File: config.mk
export PLATFORM = sky130hd
export DESIGN_NAME = i2s_rx_capture
export DESIGN_NICKNAME = d
export VERILOG_FILES = /design/src/rtl/i2s_pkg.sv /design/src/rtl/i2s_clkgen.sv /design/src/rtl/i2s_rx_capture.sv
export SDC_FILE = /design/constraint.sdc
export NUM_CORES = 1
export LEC_CHECK = 0
export BUFFER_PORTS_ARGS = -buffer_cell sky130_fd_sc_hd__buf_2
export CORE_AREA = 2 2 82 84
export DETAILED_ROUTE_END_ITERATION = 8
export DIE_AREA = 0 0 84 86
export PLACE_DENSITY = 0.8
export SLEW_MARGIN = 10
export SYNTH_ARGS = -nofsm -noshare
export SYNTH_HDL_FRONTEND = slang
export SYNTH_SLANG_ARGS = --single-unit
export TNS_END_PERCENT = 30
File: constraint.sdc
create_clock -name clk -period 4.85 [get_ports clk]
set_input_delay 0.97 -clock clk [delete_from_list [all_inputs] [get_ports clk]]
set_output_delay 0.97 -clock clk [all_outputs]
set_load 0.03 [all_outputs]
File: src/rtl/i2s_pkg.sv
// i2s_pkg: clock ratios, sample phase and channel encoding shared by the I2S receive and transmit paths.
package i2s_pkg;
  localparam int DATA_W = 16;
  localparam int MCLK_BIT = 1;
  localparam int SCLK_BIT = 4;
  localparam int LRCLK_BIT = 9;
  localparam logic [SCLK_BIT:0] SAMPLE_PHASE = 5'b11000;
  typedef enum logic {CH_LEFT = 1'b0, CH_RIGHT = 1'b1} ch_e;
endpackage

File: src/rtl/i2s_clkgen.sv
// i2s_clkgen: free-running divider producing mclk/sclk/lrclk plus the mid-sclk-high sample strobe.
import i2s_pkg::*;
module i2s_clkgen (
  input  logic       clk,
  input  logic       rst,
  output logic       mclk,
  output logic       sclk,
  output logic       lrclk,
  output logic       strobe,
  output logic       frame_start,
  output logic [3:0] slot,
  output logic       half
);
  logic [LRCLK_BIT:0] cnt_q;
  always_ff @(posedge clk or negedge rst)
    if (!rst) cnt_q <= '0;
    else cnt_q <= cnt_q + 1'b1;
  assign mclk = cnt_q[MCLK_BIT];
  assign sclk = cnt_q[SCLK_BIT];
  assign lrclk = cnt_q[LRCLK_BIT];
  assign strobe = cnt_q[SCLK_BIT:0] == SAMPLE_PHASE;
  assign frame_start = cnt_q == '0;
  assign slot = cnt_q[LRCLK_BIT-1:SCLK_BIT+1];
  assign half = cnt_q[LRCLK_BIT];
endmodule

File: src/rtl/i2s_rx_capture.sv
// i2s_rx_capture: I2S clock master that deserializes codec ADC data into left/right pairs on a valid/ready port.
import i2s_pkg::*;
module i2s_rx_capture (
  input  logic              clk,
  input  logic              rst,
  input  logic              en,
  input  logic              i2s_sdout,
  output logic              i2s_mclk,
  output logic              i2s_sclk,
  output logic              i2s_lrclk,
  output logic [DATA_W-1:0] left_data,
  output logic [DATA_W-1:0] right_data,
  output logic              out_valid,
  input  logic              out_ready,
  output logic              overrun,
  input  logic              overrun_clr
);
  logic strobe, frame_start, half;
  logic [3:0] slot;
  logic sdin_q, valid_q, valid_d, overrun_q, overrun_d, armed_q, armed_d, left_ok_q, left_ok_d;
  logic [DATA_W-1:0] shift_q, shift_d, hold_q, hold_d, left_q, left_d, right_q, right_d;
  logic word_done, left_done, right_done, pair_done, load;
  ch_e ch;
  i2s_clkgen u_clkgen (
    .clk(clk), .rst(rst), .mclk(i2s_mclk), .sclk(i2s_sclk), .lrclk(i2s_lrclk),
    .strobe(strobe), .frame_start(frame_start), .slot(slot), .half(half)
  );
  // The word finishing in slot 0 belongs to the previous half (one-bit I2S delay).
  assign ch = half ? CH_LEFT : CH_RIGHT;
  assign word_done = strobe && slot == 4'd0;
  assign left_done = word_done && ch == CH_LEFT && armed_q;
  assign right_done = word_done && ch == CH_RIGHT;
  assign pair_done = right_done && armed_q && left_ok_q;
  assign load = pair_done && (!valid_q || out_ready);
  always_comb begin
    shift_d = strobe ? {shift_q[DATA_W-2:0], sdin_q} : shift_q;
    hold_d = left_done ? shift_d : hold_q;
    left_d = load ? hold_q : left_q;
    right_d = load ? shift_d : right_q;
    valid_d = load || (valid_q && !out_ready);
    overrun_d = overrun_clr ? 1'b0 : (overrun_q || (pair_done && !load));
    armed_d = en && (armed_q || frame_start);
    // A pair only counts if its left word was captured after arming.
    left_ok_d = !en ? 1'b0 : left_done ? 1'b1 : right_done ? 1'b0 : left_ok_q;
  end
  always_ff @(posedge clk or negedge rst)
    if (!rst) begin
      sdin_q <= 1'b0;
      shift_q <= '0;
      hold_q <= '0;
      left_q <= '0;
      right_q <= '0;
      valid_q <= 1'b0;
      overrun_q <= 1'b0;
      armed_q <= 1'b0;
      left_ok_q <= 1'b0;
    end else begin
      sdin_q <= i2s_sdout;
      shift_q <= shift_d;
      hold_q <= hold_d;
      left_q <= left_d;
      right_q <= right_d;
      valid_q <= valid_d;
      overrun_q <= overrun_d;
      armed_q <= armed_d;
      left_ok_q <= left_ok_d;
    end
  assign left_data = left_q;
  assign right_data = right_q;
  assign out_valid = valid_q;
  assign overrun = overrun_q;
endmodule

==> flow_results.org <==
** Outcome
- The run finished with clean final reports.

** Timing
- Unrepaired setup endpoints after global routing :: no
- Endpoints failing hold :: 0
- Setup total negative slack on the finished layout was measured at 0 ns.
- Maximum clock rate :: 405 MHz
- Actual slew at the worst max-slew pin :: 0.948 ns
- For the final database, setup skew stands at 0.00681 ns.
- Final critical-path required period :: 2.47 ns
- Hold is met by 0.477 ns.
- Slew margin rel. :: 0.368
- Period Utilization, post-route :: 0.509
- Count of endpoints failing setup in the final report :: 0
- Max-slew violations :: 0
- In the post-route analysis, the smallest setup slack over all paths is 2.38 ns.

** Cells and area
- Of the cells placed in the final design, the portion with a size suffix greater than 1 is 0.512.
- After the flow finishes, the layout carries non-filler instances totaling 321.
- Net count, final :: 247
- Layout overhead on the synthesized area :: 14.2%
- Diodes inserted :: 0
- Measured on the finished design, the core utilization comes to 0.582.
- After filler insertion, the fill cell instance count of the layout stands at 503.
- Final Cell Area :: 3650 µm²

** Routing
- Met1 routed wirelength after detailed routing :: 2.19 mm
- Detailed routing placed a total of 162 µm of wire on met3.
- Antenna-violating nets left :: 0
- After detailed routing, the total wire length is 4.81 mm.
- Routed WL per cell :: 15.0 µm
- The routed layout has 1629 vias.
- The detailed router used layers up to and including met4.
- For this block, the initial DRC count from the detailed router was 56.
- DRC Markers :: 0
- Drt via density :: 5.07
- Wire segments on met2 add up to 2.29 mm in the final route.
- DR pass1 iterations :: 4

** Logic synthesis
- Of the synthesized area, sequential elements account for 0.618.
- Number of flops mapped to enable cells by yosys :: 0
- Top post-synthesis cells by area :: sky130_fd_sc_hd__dfrtp_1 (62%), sky130_fd_sc_hd__mux2_4 (14%), sky130_fd_sc_hd__mux2_2 (12%)
- Syn. warnings :: 0
- The number of nets handed over by synthesis was 200.
- Post-Synthesis Cells :: 192
- Yosys reg bits :: 79
- Post-synth cell types :: 27
- The synthesized netlist occupies a cell area of 3200 µm².
- Post-Synthesis Mean Instance Area :: 16.7 µm²
- Of all flip-flops after synthesis, the portion carrying an async set or reset was 1.00.
- Top cell type's share of synthesized area :: 0.618
- Commonest register cell after synthesis :: sky130_fd_sc_hd__dfrtp_1
- The largest total area in the synthesized netlist belongs to sky130_fd_sc_hd__dfrtp_1.

** Clock network
- Root Buffer :: sky130_fd_sc_hd__clkbuf_8
- In this run the post-CTS setup repair buffer count came out at 0.
- Clock buffer count from CTS :: 9
- Clock Pin Slew Worst Setup and Hold Paths :: 0.08 ns
- Clock Latency Late Sink :: 0.34 ns
- TritonCTS clock tree :: built
- Hold repair after CTS inserted 0 buffers.
- The H-tree was split into 3 levels.
- The clock net in this run drives a total of 79 sinks.
- Clock tree buffer depth :: 2
- PostCTS Resize Cnt :: 0

** Pwr
- VDD sags by at most 0.239 mV.
- Power spread over the standard cell area amounts to 333 nW/µm².
- The design draws 1.22 mW.
- Summed over all cells, the static leakage comes to 2.00 nW.

** Floorplan
- The die covers 7220 µm².
- The initial utilization of the core area, before any placement, comes to 0.510.
- 43 I/O pins were placed.
- Measured along the x axis, the die boundary spans 84 µm.
- Standard cell core area :: 6280 µm²
- DIE HEIGHT :: 86 µm
- Row generation in the floorplan step produced 29 rows.

** Placement
- Post-Place Worst Slack :: 2.38 ns
- Once placement finished, the instance area stood at 3430 µm².
- The count of buffers added on input and output ports is 42.
- At the end of routability-driven placement, the weighted congestion stood at 0.718.
- Number of placed instances, taps included :: 305
- The wire-length estimate of the detail-placed layout is 3.04 mm.

** Worst setup path
- Classification of the worst setup path :: flop to flop
- STA puts the critical path data arrival time at 2.70 ns.
- Endpoint class of the critical path :: flop
- For the worst setup path, the data required time is 5.08 ns.
- Reg-to-reg endpoint :: right_data[12]$_DFFE_PN0P_
- Worst Path Max Fanout :: 32
- The setup check on the worst reg-to-reg path leaves a slack of 2.38 ns.
- Tracing the worst setup path back leads to its startpoint at u_clkgen.cnt_q[1]$_DFF_PN0_.
- The worst setup path is launched from a flop.
- Depth of the worst register-to-register path :: 5
- The worst register-to-register path begins at u_clkgen.cnt_q[1]$_DFF_PN0_.

** Global route
- The first global-routing pass estimated 8.22 mm of wire.
- In the global route stage, overall resource usage came out at 0.147.
- Vias in the first global route :: 1752
- Antenna violations before repair :: 0
- Pin count of the biggest net entering global routing :: 80
- After global routing the overflow that remains totals 0.

** Hold path
- For hold timing, the worst endpoint is u_clkgen.cnt_q[0]$_DFF_PN0_.
- Along the worst hold path, the cell count comes to 1.
- The min-delay analysis places its worst path in the category flop to flop.
- The worst hold path begins at u_clkgen.cnt_q[0]$_DFF_PN0_.

** Flow run
- Across the run, the number of max-cap violations was 0.
[final cells by class]
type / count / area (µm²) / area share
Sequential cell: 79 / 1980 / 0.541
Clock inverter: 3 / 65.1 / 0.0178
Tap cell: 77 / 96.3 / 0.0264
Timing Repair Buffer: 43 / 220 / 0.0603
Multi-Input combinational cell: 101 / 1120 / 0.306
Clock buffer: 13 / 159 / 0.0435
Inverter: 5 / 18.8 / 0.00514
[report_power, final]
| group | internal [mW] | leakage, nW | switching (mW) |
|---|---|---|---|
| logic | 0.00209 | 0.805 | 0.0125 |
| clock network | 0.318 | 0.114 | 0.224 |
| registers | 0.659 | 1.09 | 0.000479 |
[worst max-delay path, cell delays in order, from the launching register on]
cell	delay (ns)
sky130_fd_sc_hd__dfrtp_1	0.42
sky130_fd_sc_hd__inv_1	0.07
sky130_fd_sc_hd__ha_1	0.21
sky130_fd_sc_hd__nand4b_4	0.32
sky130_fd_sc_hd__or4b_4	0.93
sky130_fd_sc_hd__mux2_4	0.39
[metal layers]
metal,GRT usage,vias up
met4,0.0997,0
met5,0,-
met3,0.0308,13
met1,0.180,823
met2,0.237,33
li1,-,760
[cell families (layout without fill, tap and decap cells)]
kind of cell,Yosys count,count (layout),synth area share
flops,79,79,0.618
mux,64,64,0.260
simple gates,23,23,0.0516
buf+inv,12,64,0.0325
xor+xnor,8,8,0.0219
compound gates,4,4,0.00782
fa+ha+maj,2,2,0.00782
[state kept, by name, summed over array words and instances, names as in the netlist]
name,flops
overrun,1
right_data,16
out_valid,1
shift_q,16
armed_q,1
hold_q,16
left_data,16
sdin_q,1
left_ok_q,1
u_clkgen.cnt_q,10
[worst max path at each step]
stage | cells past startpoint | end
3_3_place_gp | 4 | right_data[10]$_DFFE_PN0P_
5_1_grt | 5 | right_data[13]$_DFFE_PN0P_
6_report | 5 | right_data[12]$_DFFE_PN0P_
2_1_floorplan | 5 | left_data[0]$_DFFE_PN0P_
3_5_place_dp | 5 | right_data[8]$_DFFE_PN0P_
4_1_cts | 5 | right_data[5]$_DFFE_PN0P_
[Yosys cell counts, types with 2 or more instances]
library cell                n
sky130_fd_sc_hd__inv_1      5
sky130_fd_sc_hd__o21a_1     2
sky130_fd_sc_hd__dfrtp_1   79
sky130_fd_sc_hd__buf_12     3
sky130_fd_sc_hd__ha_1       2
sky130_fd_sc_hd__nand3_1    5
sky130_fd_sc_hd__nand2b_1   3
sky130_fd_sc_hd__mux2_2    34
sky130_fd_sc_hd__nor4_1     2
sky130_fd_sc_hd__xor2_1     3
sky130_fd_sc_hd__nor2_1     4
sky130_fd_sc_hd__mux2_4    30
sky130_fd_sc_hd__xnor2_1    5
sky130_fd_sc_hd__nand2_1    2
[cells in the final DEF (no fill, tap or decap), types with 2 or more instances in the layout]
cell type,instances
sky130_fd_sc_hd__buf_2,41
sky130_fd_sc_hd__buf_4,2
sky130_fd_sc_hd__bufinv_16,2
sky130_fd_sc_hd__clkbuf_1,2
sky130_fd_sc_hd__clkbuf_8,11
sky130_fd_sc_hd__dfrtp_1,79
sky130_fd_sc_hd__ha_1,2
sky130_fd_sc_hd__inv_1,5
sky130_fd_sc_hd__mux2_2,34
sky130_fd_sc_hd__mux2_4,30
sky130_fd_sc_hd__nand2_1,2
sky130_fd_sc_hd__nand2b_1,3
sky130_fd_sc_hd__nand3_1,5
sky130_fd_sc_hd__nor2_1,4
sky130_fd_sc_hd__nor4_1,2
sky130_fd_sc_hd__o21a_1,2
sky130_fd_sc_hd__xnor2_1,5
sky130_fd_sc_hd__xor2_1,3
Power figures use the tool's default switching activity.
